===== src/rtl/ps2_mouse_packet_pkg.sv =====
// Shared constants for the PS/2 mouse packet framer: FSM states, bank
// word addresses and STATUS bit positions.
package ps2_mouse_packet_pkg;

  typedef enum logic [1:0] {
    ST_B0 = 2'd0,
    ST_B1 = 2'd1,
    ST_B2 = 2'd2
  } state_e;

  localparam logic [1:0] ADDR_STATUS = 2'd0;
  localparam logic [1:0] ADDR_XPOS   = 2'd1;
  localparam logic [1:0] ADDR_YPOS   = 2'd2;
  localparam logic [1:0] ADDR_COUNT  = 2'd3;

  localparam int STAT_NEW = 7;
  localparam int STAT_OVF = 4;

endpackage


===== src/rtl/ps2_mouse_packet.sv =====
// Frames PS/2 mouse bytes into 3-byte packets, tracks a saturated cursor
// position and button state, and exposes them as a 4-word register bank.
module ps2_mouse_packet
  import ps2_mouse_packet_pkg::*;
#(
  parameter int XMAX    = 640,
  parameter int YMAX    = 480,
  parameter int TIMEOUT = 50000
) (
  input  logic        clk_i,
  input  logic        rst_i,
  input  logic [7:0]  rxdata_i,
  input  logic        rxvalid_i,
  input  logic        rxerr_i,
  input  logic        wr_i,
  input  logic        rd_i,
  input  logic [1:0]  addr_i,
  input  logic [31:0] wdata_i,
  output logic [31:0] rdata_o
);

  localparam int TW = $clog2(TIMEOUT + 1);

  state_e        state_q;
  logic [7:0]    b0_q, b1_q;
  logic [TW-1:0] tmo_q;
  logic [9:0]    x_q, y_q, x_d, y_d;
  logic [2:0]    btn_q;
  logic          new_q, ovf_q;
  logic [15:0]   pktcnt_q, errcnt_q;

  function automatic logic [9:0] clamp(input logic signed [11:0] v, input int mx);
    int vi;
    vi = int'(v);
    if (vi < 0)       return 10'd0;
    else if (vi > mx) return 10'(mx);
    else              return v[9:0];
  endfunction

  logic               accept, commit, drop, tmo_hit, err_ev, ovf_pkt;
  logic               wr_x, wr_y, wr_stat, cnt_clr, new_clr, ovf_clr;
  logic signed [11:0] dx, dy, x_sum, y_sum;

  assign accept  = rxvalid_i && !rxerr_i;
  assign commit  = accept && (state_q == ST_B2);
  assign drop    = accept && (state_q == ST_B0) && !rxdata_i[3];
  assign tmo_hit = (state_q != ST_B0) && !rxerr_i && !rxvalid_i &&
                   (tmo_q == TW'(TIMEOUT - 1));
  assign err_ev  = rxerr_i || drop || tmo_hit;
  assign ovf_pkt = b0_q[7] || b0_q[6];

  // b2 is consumed straight off the bus; 12-bit signed math avoids wrap
  assign dx    = {{4{b0_q[4]}}, b1_q};
  assign dy    = {{4{b0_q[5]}}, rxdata_i};
  assign x_sum = $signed({2'b00, x_q}) + dx;
  assign y_sum = $signed({2'b00, y_q}) - dy;

  assign wr_x    = wr_i && (addr_i == ADDR_XPOS);
  assign wr_y    = wr_i && (addr_i == ADDR_YPOS);
  assign wr_stat = wr_i && (addr_i == ADDR_STATUS);
  assign cnt_clr = wr_i && (addr_i == ADDR_COUNT);
  assign new_clr = (rd_i && (addr_i == ADDR_STATUS)) || (wr_stat && wdata_i[STAT_NEW]);
  assign ovf_clr = wr_stat && wdata_i[STAT_OVF];

  // Bus writes override the packet update for the same axis
  always_comb begin
    x_d = x_q;
    y_d = y_q;
    if (commit && !ovf_pkt) begin
      x_d = clamp(x_sum, XMAX - 1);
      y_d = clamp(y_sum, YMAX - 1);
    end
    if (wr_x) x_d = clamp($signed({2'b00, wdata_i[9:0]}), XMAX - 1);
    if (wr_y) y_d = clamp($signed({2'b00, wdata_i[9:0]}), YMAX - 1);
  end

  always_ff @(posedge clk_i or posedge rst_i) begin
    if (rst_i) begin
      state_q  <= ST_B0;
      b0_q     <= '0;
      b1_q     <= '0;
      tmo_q    <= '0;
      x_q      <= '0;
      y_q      <= '0;
      btn_q    <= '0;
      new_q    <= 1'b0;
      ovf_q    <= 1'b0;
      pktcnt_q <= '0;
      errcnt_q <= '0;
    end else begin
      if (rxerr_i) begin
        state_q <= ST_B0;
        tmo_q   <= '0;
      end else if (rxvalid_i) begin
        tmo_q <= '0;
        case (state_q)
          ST_B0: if (rxdata_i[3]) begin
            b0_q    <= rxdata_i;
            state_q <= ST_B1;
          end
          ST_B1: begin
            b1_q    <= rxdata_i;
            state_q <= ST_B2;
          end
          default: state_q <= ST_B0;
        endcase
      end else if (state_q == ST_B0) begin
        tmo_q <= '0;
      end else if (tmo_hit) begin
        state_q <= ST_B0;
        tmo_q   <= '0;
      end else begin
        tmo_q <= tmo_q + 1'b1;
      end

      x_q <= x_d;
      y_q <= y_d;
      if (commit) btn_q <= b0_q[2:0];

      if (commit)       new_q <= 1'b1;
      else if (new_clr) new_q <= 1'b0;

      if (commit && ovf_pkt) ovf_q <= 1'b1;
      else if (ovf_clr)      ovf_q <= 1'b0;

      if (cnt_clr)     pktcnt_q <= '0;
      else if (commit) pktcnt_q <= pktcnt_q + 1'b1;

      if (cnt_clr)     errcnt_q <= '0;
      else if (err_ev) errcnt_q <= errcnt_q + 1'b1;
    end
  end

  always_comb begin
    rdata_o = '0;
    case (addr_i)
      ADDR_STATUS: begin
        rdata_o[STAT_NEW] = new_q;
        rdata_o[STAT_OVF] = ovf_q;
        rdata_o[2:0]      = btn_q;
      end
      ADDR_XPOS:  rdata_o[9:0] = x_q;
      ADDR_YPOS:  rdata_o[9:0] = y_q;
      default:    rdata_o      = {errcnt_q, pktcnt_q};
    endcase
  end

endmodule


===== config.mk =====
export PLATFORM = sky130hd
export DESIGN_NAME = ps2_mouse_packet
export DESIGN_NICKNAME = d
export VERILOG_FILES = /design/src/rtl/ps2_mouse_packet_pkg.sv /design/src/rtl/ps2_mouse_packet.sv
export SDC_FILE = /design/constraint.sdc
export NUM_CORES = 1
export LEC_CHECK = 0
export CORE_MARGIN = 1
export CORE_UTILIZATION = 56
export CTS_CLUSTER_DIAMETER = 120
export DETAILED_ROUTE_END_ITERATION = 16
export HOLD_SLACK_MARGIN = 0.08
export PLACE_DENSITY_LB_ADDON = 0.05
export SLEW_MARGIN = 20
export SYNTH_ARGS = -nofsm -noshare
export SYNTH_HDL_FRONTEND = slang
export SYNTH_SLANG_ARGS = --single-unit

===== constraint.sdc =====
create_clock -name clk_i -period 4 [get_ports clk_i]
set_clock_uncertainty 0.05 [all_clocks]
set_input_delay 0.6 -clock clk_i [delete_from_list [all_inputs] [get_ports clk_i]]
set_output_delay 0.6 -clock clk_i [all_outputs]
set_load 0.005 [all_outputs]

Word-level counts from Yosys, hierarchy flattened
Index checks and enable logic that the tools add are counted.
{ "classes": {"add_sub_neg": 5, "multipliers": 0, "n_div": 0, "n_lt_le_gt_ge": 6, "n_eq_ne": 8, "n_shift": 0, "mux": 35, "n_bitwise": 1, "reduce_logical": 38} }
{ "op_table": {"columns": ["cell", "count"], "rows": [
  ["two-way mux 16 bit", 8],
  ["two-way mux 10 bit", 10],
  ["adder 16 x 1 -> 16 bit, second input constant", 3],
  ["< comparator 12 x 1 -> 1 bit, second input constant", 2],
  ["two-way mux 22 bit", 1],
  ["equality test 16 bit, second input constant", 1],
  ["logical AND 1 bit", 16],
  ["nonzero test 2 bit", 7],
  ["adder 11 x 9 -> 12 bit", 1],
  ["greater-than comparator 12 x 10 -> 1 bit, second input constant", 1],
  ["greater-than comparator 12 x 11 -> 1 bit, second input constant", 1],
  ["one-hot mux 2 bit (3 select lines)", 2],
  ["subtractor 11 x 9 -> 12 bit", 1],
  ["greater-than comparator 10 bit, second input constant", 1],
  ["greater-than comparator 10 x 9 -> 1 bit, second input constant", 1],
  ["two-way mux 2 bit", 5],
  ["one-hot mux 1 bit (3 select lines)", 3],
  ["one-hot mux 3 bit (3 select lines)", 1],
  ["equality test 2 bit, second input constant", 3],
  ["inequality test 3 bit, second input constant", 2],
  ["AND reduction 3 bit", 2],
  ["equality test 2 x 1 -> 1 bit, second input constant", 2],
  ["logical NOT 1 bit", 4],
  ["logical NOT 2 bit", 2],
  ["other kinds (7)", 13]
]} }
{ "totals": {"reg_bits": 91, "latch_bits": 0, "ram_bits": 0, "mem_bits_ro": 0, "inputBits": 48, "out_inout_bits": 32, "word_cells": 104, "n_memories": 0} }

Logic depth before layout (Yosys ltp)
Gate-level depths: netlist of the first run.
{ "logic_depth": {"ltp_word": 8, "mapped_depth": 11} }

Worst setup path before layout of the first run
Ideal clock, no wire load.
{ "synth_timing": {"path_type": "input port to flip-flop", "from": "input rxdata_i[0]", "to": "register y_q[2]", "setup_time_ns": 0.080, "t_arrival_ns": 2.582, "t_required_ns": 3.870, "slack_ns": 1.288, "path_stages": 10, "n_path_buf": 0, "path_cell_list": "ha_1 -> inv_1 -> fa_1 -> a21o_1 -> a221oi_2 -> o31ai_1 -> or4_4 -> o2111ai_4 -> nor3_2 -> o211ai_2"} }
{ "synth_via": {"elab_chain_len": 6} }
{ "synth_rtl": {"columns": ["item", "line_no", "rtl"], "rows": [
  ["start, declared", "ps2_mouse_packet.sv:12", "input logic [7:0] rxdata_i,"],
  ["subtractor 11 x 9 -> 12 bit *", "ps2_mouse_packet.sv:56", "assign y_sum = $signed({2'b00, y_q}) - dy;"],
  ["greater-than comparator 12 x 10 -> 1 bit", "ps2_mouse_packet.sv:36", "else if (vi > mx) return 10'(mx);"],
  ["two-way mux 10 bit", "ps2_mouse_packet.sv:36", null],
  ["two-way mux 10 bit *", "ps2_mouse_packet.sv:35", "if (vi < 0) return 10'd0;"],
  ["two-way mux 10 bit *", "ps2_mouse_packet.sv:69", "if (commit && !ovf_pkt) begin"],
  ["two-way mux 10 bit *", "ps2_mouse_packet.sv:74", "if (wr_y) y_d = clamp($signed({2'b00, wdata_i[9:0]}), YMAX - 1);"],
  ["end signal, assigned", "ps2_mouse_packet.sv:117", "y_q <= y_d;"],
  ["end, declared", "ps2_mouse_packet.sv:27", "logic [9:0] x_q, y_q, x_d, y_d;"]
]} }
Mark *: on every way between the ends. The rest lies on a longest branch, timed or not. The select of a mux whose other input is x is not followed.
A chain may end at the register's enable or synchronous reset.

Worst setup path after layout of the first run
{ "layout_timing": {"from": "input addr_i[0]", "to": "output rdata_o[3]"} }
{ "layout_via": {"elab_chain_len": 2} }
{ "layout_rtl": {"columns": ["item", "line_no", "rtl"], "rows": [
  ["start, declared", "ps2_mouse_packet.sv:17", "input logic [1:0] addr_i,"],
  ["equality test 2 bit, or another cell as far along", "ps2_mouse_packet.sv:136", "case (addr_i)"],
  ["one-hot mux 1 bit (3 select lines) *", "ps2_mouse_packet.sv:136", null],
  ["end, declared", "ps2_mouse_packet.sv:19", "output logic [31:0] rdata_o"]
]} }
Mark *: on every way between the ends. The rest lies on a longest branch, timed or not.

==> flow_summary.json, run 1 <==
{
  "status": "completed",
  "synthSimpleGateAreaFrac": 0.231,
  "cts_setup_buffers": 0,
  "r2r_slack_ns": 1.18,
  "total_power_w": 0.00297,
  "finalCriticalPeriod_ns": 3.32,
  "gp_congestion": 0.901,
  "clock_sinks": 90,
  "core_area_um2": 10400,
  "crit_type": "in -> out",
  "max-cap-violations": 0,
  "firstDrtPassIters": 5,
  "start_util": 0.578,
  "crit_top_cell": "clkdlybuf4s50_1",
  "slew_headroom": 0.463,
  "synthFlopType": "dfrtp_1",
  "avgRoutedWirePerCell_um": 17.1,
  "p_per_area_nw_per_um2": 434,
  "ctsResizeCount": 0,
  "synth_largest_area_cell": "dfrtp_1",
  "drive_above_1_share": 0.0845,
  "synth_fp_nets": 747,
  "slew_violations": 0,
  "first_global_vias": 5027,
  "worst_hold_path.num_cells": 1,
  "n_antenna_cell": 0,
  "die-area_um2": 11100,
  "die_h_um": 105,
  "cts_made_buffers": 9,
  "synth_top_area_frac": 0.376,
  "ant_nets": 0,
  "crit_path_top_delay_cell": "clkdlybuf4s50_1",
  "tns_ns": 0,
  "worstPathArrival_ns": 2.67,
  "layout_common_cells": "90 x dfrtp_1, 73 x nor2_1, 57 x clkdlybuf4s50_1",
  "setup_viol": 0,
  "min-delay-start": "tmo_q[0]$_DFF_PP0_",
  "path_clk_slew_ns": 0.09,
  "globalRouteOverflowTotal": 0,
  "synth_area_leaders": "dfrtp_1 38%, ha_1 5.2%, nor2_1 4.6%, xor2_1 4.4%, o21ai_0 3.6%",
  "worstSkewPairLatency_ns": 0.38,
  "syn_avg_cell_area_um2": 8.91,
  "synth-seq-area-share": 0.376,
  "grt_setup_unrepaired": "false",
  "synthMuxAreaShare": 0.0464,
  "port_buffers": 57,
  "leakage_nw": 2.96,
  "num_vias": 5159,
  "synth_edf_count": 0,
  "grt_max_degree": 48,
  "mostFrequentLayoutCell": "dfrtp_1",
  "crit_fanout": 13,
  "path_delay_family": "buffers and inverters",
  "clock_path_buffers": 2,
  "worstHoldEndpoint": "tmo_q[0]$_DFF_PP0_",
  "ir_drop_uv": 269,
  "num_rows": 37,
  "synth_seq_cells": 90,
  "cts_tree": "yes",
  "hpwl_um": 10900,
  "synth.distinct_cells": 71,
  "viasPerCell": 6.01,
  "first_iter_violations": 333,
  "worstPathCellList": "clkdlybuf4s50_1, nor2b_1, a22o_1, clkdlybuf4s50_1",
  "worstReg2RegStart": "x_q[0]$_DFFE_PP0P_",
  "drt_wl_total_um": 14700,
  "synthCells": 672,
  "pin_count": 80,
  "synthArstFlopShare": 1.00,
  "crit_path_max_incr_delay_ns": 0.77,
  "min_period_over_period": 0.829,
  "critical_path.startpoint_type": "input pin",
  "final_core_util": 0.660,
  "r2r-end": "x_q[6]$_DFFE_PP0P_",
  "drcViolationCount": 0,
  "antenna_found_initial": 0,
  "synth_top_family_by_area": "simple AND/OR/NAND/NOR gates",
  "grt_pass1_wl_um": 24400,
  "grt_use_total": 0.280,
  "areaGrowthSynthToFinish_pct": 14.2,
  "fmax_mhz": 302,
  "htree_num_levels": 3,
  "synth_fa_ha_area_frac": 0.0589,
  "cp_num_buf_inv": 2,
  "yosys_warnings": 0,
  "die_width_um": 105,
  "synth_compound_area_frac": 0.170,
  "hold_viol": 0,
  "nets": 792,
  "worst-slew-pin-transition_ns": 0.805,
  "r2r_cells": 10,
  "worstPathRequired_ns": 3.35,
  "root_buffer": "clkbuf_8",
  "min_path_type": "reg -> reg",
  "ctsHoldBuffers": 0,
  "end_kind": "output pin",
  "syn_area_um2": 5990,
  "synth_xor_area_frac": 0.0746
}
cells in the mapped netlist (5+ instances only):
library cell   n
a21o_1         6
a21oi_1       34
a22o_1         5
a31oi_1        5
and2_1         5
and3_1        31
clkbuf_1      22
dfrtp_1       90
ha_1          25
inv_1         35
mux2_2        12
mux4_2         5
nand2_1       50
nand2b_1       6
nand3_1       27
nand4_1       17
nor2_1        73
nor2b_1        8
nor3_1        16
o211ai_1       7
o21ai_0       43
o31ai_1        9
or3_1          9
xnor2_1       21
xor2_1        30
routing by layer:
layer  global-route usage  up-vias  share of wire
met5                    0        -              0
met4                0.129        0          0.029
met3               0.0365       33          0.038
met2                0.469      141           0.49
met1                0.362     2480           0.44
li1                     -     2505              -
through the flow:
step / setup slack [ns] / hold slack (ns) / std cells / instance area [um2]
after floorplan: 1.01 / 0.383 / 672 / 5990
after global placement: 0.539 / 0.396 / 842 / 6670
after detailed placement: 0.497 / 0.400 / 842 / 6670
after CTS: 0.700 / 0.412 / 858 / 6840
after global routing: 0.561 / 0.448 / 858 / 6840
final: 0.685 / 0.411 / 858 / 6840
logic make-up (layout without fill, tap and decap cells):
kind of cell / after synthesis / after routing
AOI/OAI and AO/OA: 150 / 150
xor gates and xnor gates: 51 / 51
adders and majority gates: 27 / 27
buffers and inverters: 64 / 114
DFF: 90 / 90
muxes: 20 / 20
and+or+nand+nor: 270 / 270
area by class of cell:
| type | count | area, um2 |
|---|---|---|
| Sequential cell | 90 | 2250 |
| Timing Repair Buffer | 63 | 628 |
| Clock buffer | 11 | 141 |
| Inverter | 35 | 133 |
| Tap cell | 136 | 170 |
| Multi-Input combinational cell | 518 | 3480 |
| Clock inverter | 5 | 30.0 |
| Fill cell | 867 | 3530 |
how the worst max path moves through the flow:
stage                           start                  end  slack, ns  cells after the start
after CTS                   addr_i[0]           rdata_o[3]       0.70                      4
after global placement    rxdata_i[0]   y_q[2]$_DFFE_PP0P_       0.54                     11
after floorplan                 rst_i  b0_q[0]$_DFFE_PP0P_       1.01                      1
final                       addr_i[0]           rdata_o[3]       0.68                      4
after global routing        addr_i[0]           rdata_o[3]       0.56                      4
after detailed placement  rxdata_i[0]   y_q[2]$_DFFE_PP0P_       0.50                     11
power by group:
group / internal, W / switching, W / total (W)
clock: 0.000240 / 0.000330 / 0.000569
combinational: 0.000550 / 0.000693 / 0.00124
sequential: 0.00102 / 0.000137 / 0.00116
registers in the layout, summed over array words and instances (netlist names):
register and flops:
x_q 10, btn_q 3, b1_q 8, ovf_q 1, state_q 2, pktcnt_q 16, errcnt_q 16, tmo_q 16
new_q 1, y_q 10, b0_q 7
Note: power is estimated with default switching activity, not from simulation.
==> run 2: changes to the inputs <==
--- a/config.mk
+++ b/config.mk
@@ -6,7 +6,7 @@
 export NUM_CORES = 1
 export LEC_CHECK = 0
 export CORE_MARGIN = 1
-export CORE_UTILIZATION = 56
+export CORE_UTILIZATION = 51
 export CTS_CLUSTER_DIAMETER = 120
 export DETAILED_ROUTE_END_ITERATION = 16
 export HOLD_SLACK_MARGIN = 0.08
==> constraint.sdc (replaced) <==
create_clock -name clk_i -period 2.9 [get_ports clk_i]
set_clock_uncertainty 0.05 [all_clocks]
set_input_delay 0.435 -clock clk_i [delete_from_list [all_inputs] [get_ports clk_i]]
set_output_delay 0.435 -clock clk_i [all_outputs]
set_load 0.005 [all_outputs]
==> run 2 against run 1 <==
Combinational power increased by 55%. Sequential share of layout area down 2.1 points. Sequential power grew 38%. Critical endpoint is now y_q[5]$_DFFE_PP0P_. Largest power group unchanged.
==> flow_summary.json, run 2 (synthesized netlist as in run 1, its figures left out) <==
{
  "cts_tree": "yes",
  "tns_ns": 0,
  "root_buffer": "clkbuf_16",
  "first_iter_violations": 386,
  "status": "completed",
  "worstPathArrival_ns": 2.94,
  "die_h_um": 110,
  "globalRouteOverflowTotal": 0,
  "drcViolationCount": 0,
  "die-area_um2": 12200,
  "htree_num_levels": 3,
  "crit_type": "in -> reg",
  "min_period_over_period": 0.952,
  "fin_hold_ws_ns": 0.259,
  "worst-slew-pin-transition_ns": 0.561,
  "clock_path_buffers": 2,
  "avgRoutedWirePerCell_um": 17.2,
  "final_cells": 896,
  "end_kind": "flop",
  "p_per_area_nw_per_um2": 655,
  "worstSkewPairLatency_ns": 0.35,
  "layout_common_cells": "90 x dfrtp_1, 73 x nor2_1, 56 x clkdlybuf4s50_1",
  "regArea_um2": 2250,
  "nets": 824,
  "min_path_type": "in -> async",
  "gp_congestion": 0.899,
  "fmax_mhz": 362,
  "worstPathRequired_ns": 3.08,
  "multi_input_comb_area_um2": 3530,
  "leakage_nw": 3.20,
  "grt_use_total": 0.265,
  "viasPerCell": 5.89,
  "path_clk_slew_ns": 0.06,
  "start_util": 0.525,
  "clock_sinks": 90,
  "n_antenna_cell": 0,
  "ir_drop_uv": 408,
  "nFillCells": 1013,
  "firstDrtPassIters": 5,
  "hold_viol": 0,
  "areaGrowthSynthToFinish_pct": 21.8,
  "core_area_um2": 11400,
  "slew_violations": 0,
  "reg.largest.list": "errcnt_q: 16 flops, pktcnt_q: 16 flops, tmo_q: 16 flops",
  "mostFrequentLayoutCell": "dfrtp_1",
  "finalCriticalPeriod_ns": 2.76,
  "crit_top_cell": "nor2b_1",
  "worst_slack_ns": 0.139,
  "r2r_slack_ns": 0.15,
  "final_core_util": 0.639,
  "crit_path_max_incr_delay_ns": 0.47,
  "pre_cts_slack_ns": -0.322,
  "critical_path.startpoint_type": "input pin",
  "drt_wl_total_um": 15400,
  "worstPathCellList": "clkdlybuf4s50_1, inv_1, ha_1, nor2b_1, o31a_1, or4_1, o311ai_0, and4_4, nor2b_1, a31o_1",
  "antenna_found_initial": 0,
  "num_vias": 5276,
  "max-cap-violations": 0,
  "first_global_vias": 5008,
  "drive_above_1_share": 0.134,
  "slew_headroom": 0.622,
  "crit_fanout": 6,
  "pin_count": 80,
  "port_buffers": 57,
  "hpwl_um": 11700,
  "setup_viol": 0,
  "ant_nets": 0,
  "placed_cells": 880,
  "grt_pass1_wl_um": 24400,
  "crit_path_top_delay_cell": "clkdlybuf4s50_1",
  "grt_max_degree": 40,
  "num_rows": 39,
  "cts_made_buffers": 9,
  "die_width_um": 110
}
## run 2: final timing paths
kind | cells after the start | startpoint | endpoint
max | 10 | rxdata_i[1] | y_q[5]$_DFFE_PP0P_
min | 2 | rst_i | btn_q[2]$_DFFE_PP0P_
max reg2reg | 10 | x_q[0]$_DFFE_PP0P_ | x_q[3]$_DFFE_PP0P_
min reg2reg | 1 | tmo_q[0]$_DFF_PP0_ | tmo_q[0]$_DFF_PP0_
max in group asynchronous | 3 | rst_i | b0_q[5]$_DFFE_PP0P_
min in group clk_i | 2 | rxdata_i[0] | b1_q[0]$_DFFE_PP0P_
## run 2: area by class of cell
type	count	share of cell area
multi-input cells	518	0.484
clock buffers	11	0.0333
repair buffers	95	0.121
inverters	35	0.0182
flip-flops and latches	90	0.309
well taps	143	0.0245
clock inverters	4	0.0105
## run 2: where the power goes
| group | switching [W] | internal, W |
|---|---|---|
| Clock | 0.000484 | 0.000776 |
| Combinational | 0.00103 | 0.000894 |
| Sequential | 0.000196 | 0.00141 |
## run 2: layer usage
layer  global-route usage  vias up  share of wire  routed length (um)
met3               0.0370       33          0.047                 723
met5                    0        -              0                   0
met2                0.432      146           0.46                7140
li1                     -     2563              -                   -
met1                0.349     2534           0.45                6980
met4                0.123        0          0.035                 543
## run 2: timing repair
action,CTS,global route
setup endpoints to repair,0,18
resized for setup,0,12
hold buffers,0,0
buffers inserted,0,1
## run 2: critical path: cells and delay by family
family | cells | cell delay, ns
adders and majority gates | 1 | 0.29
and+or+nand+nor | 4 | 0.99
AOI/OAI and AO/OA | 3 | 0.66
buffers and inverters | 2 | 0.57
## run 2: per-stage QoR
stage	power (W)	area [um2]
2_1_floorplan	0.00286	5990
3_3_place_gp	0.00343	6920
3_5_place_dp	0.00346	6920
4_1_cts	0.00473	7240
5_1_grt	0.00506	7300
6_report	0.00478	7300
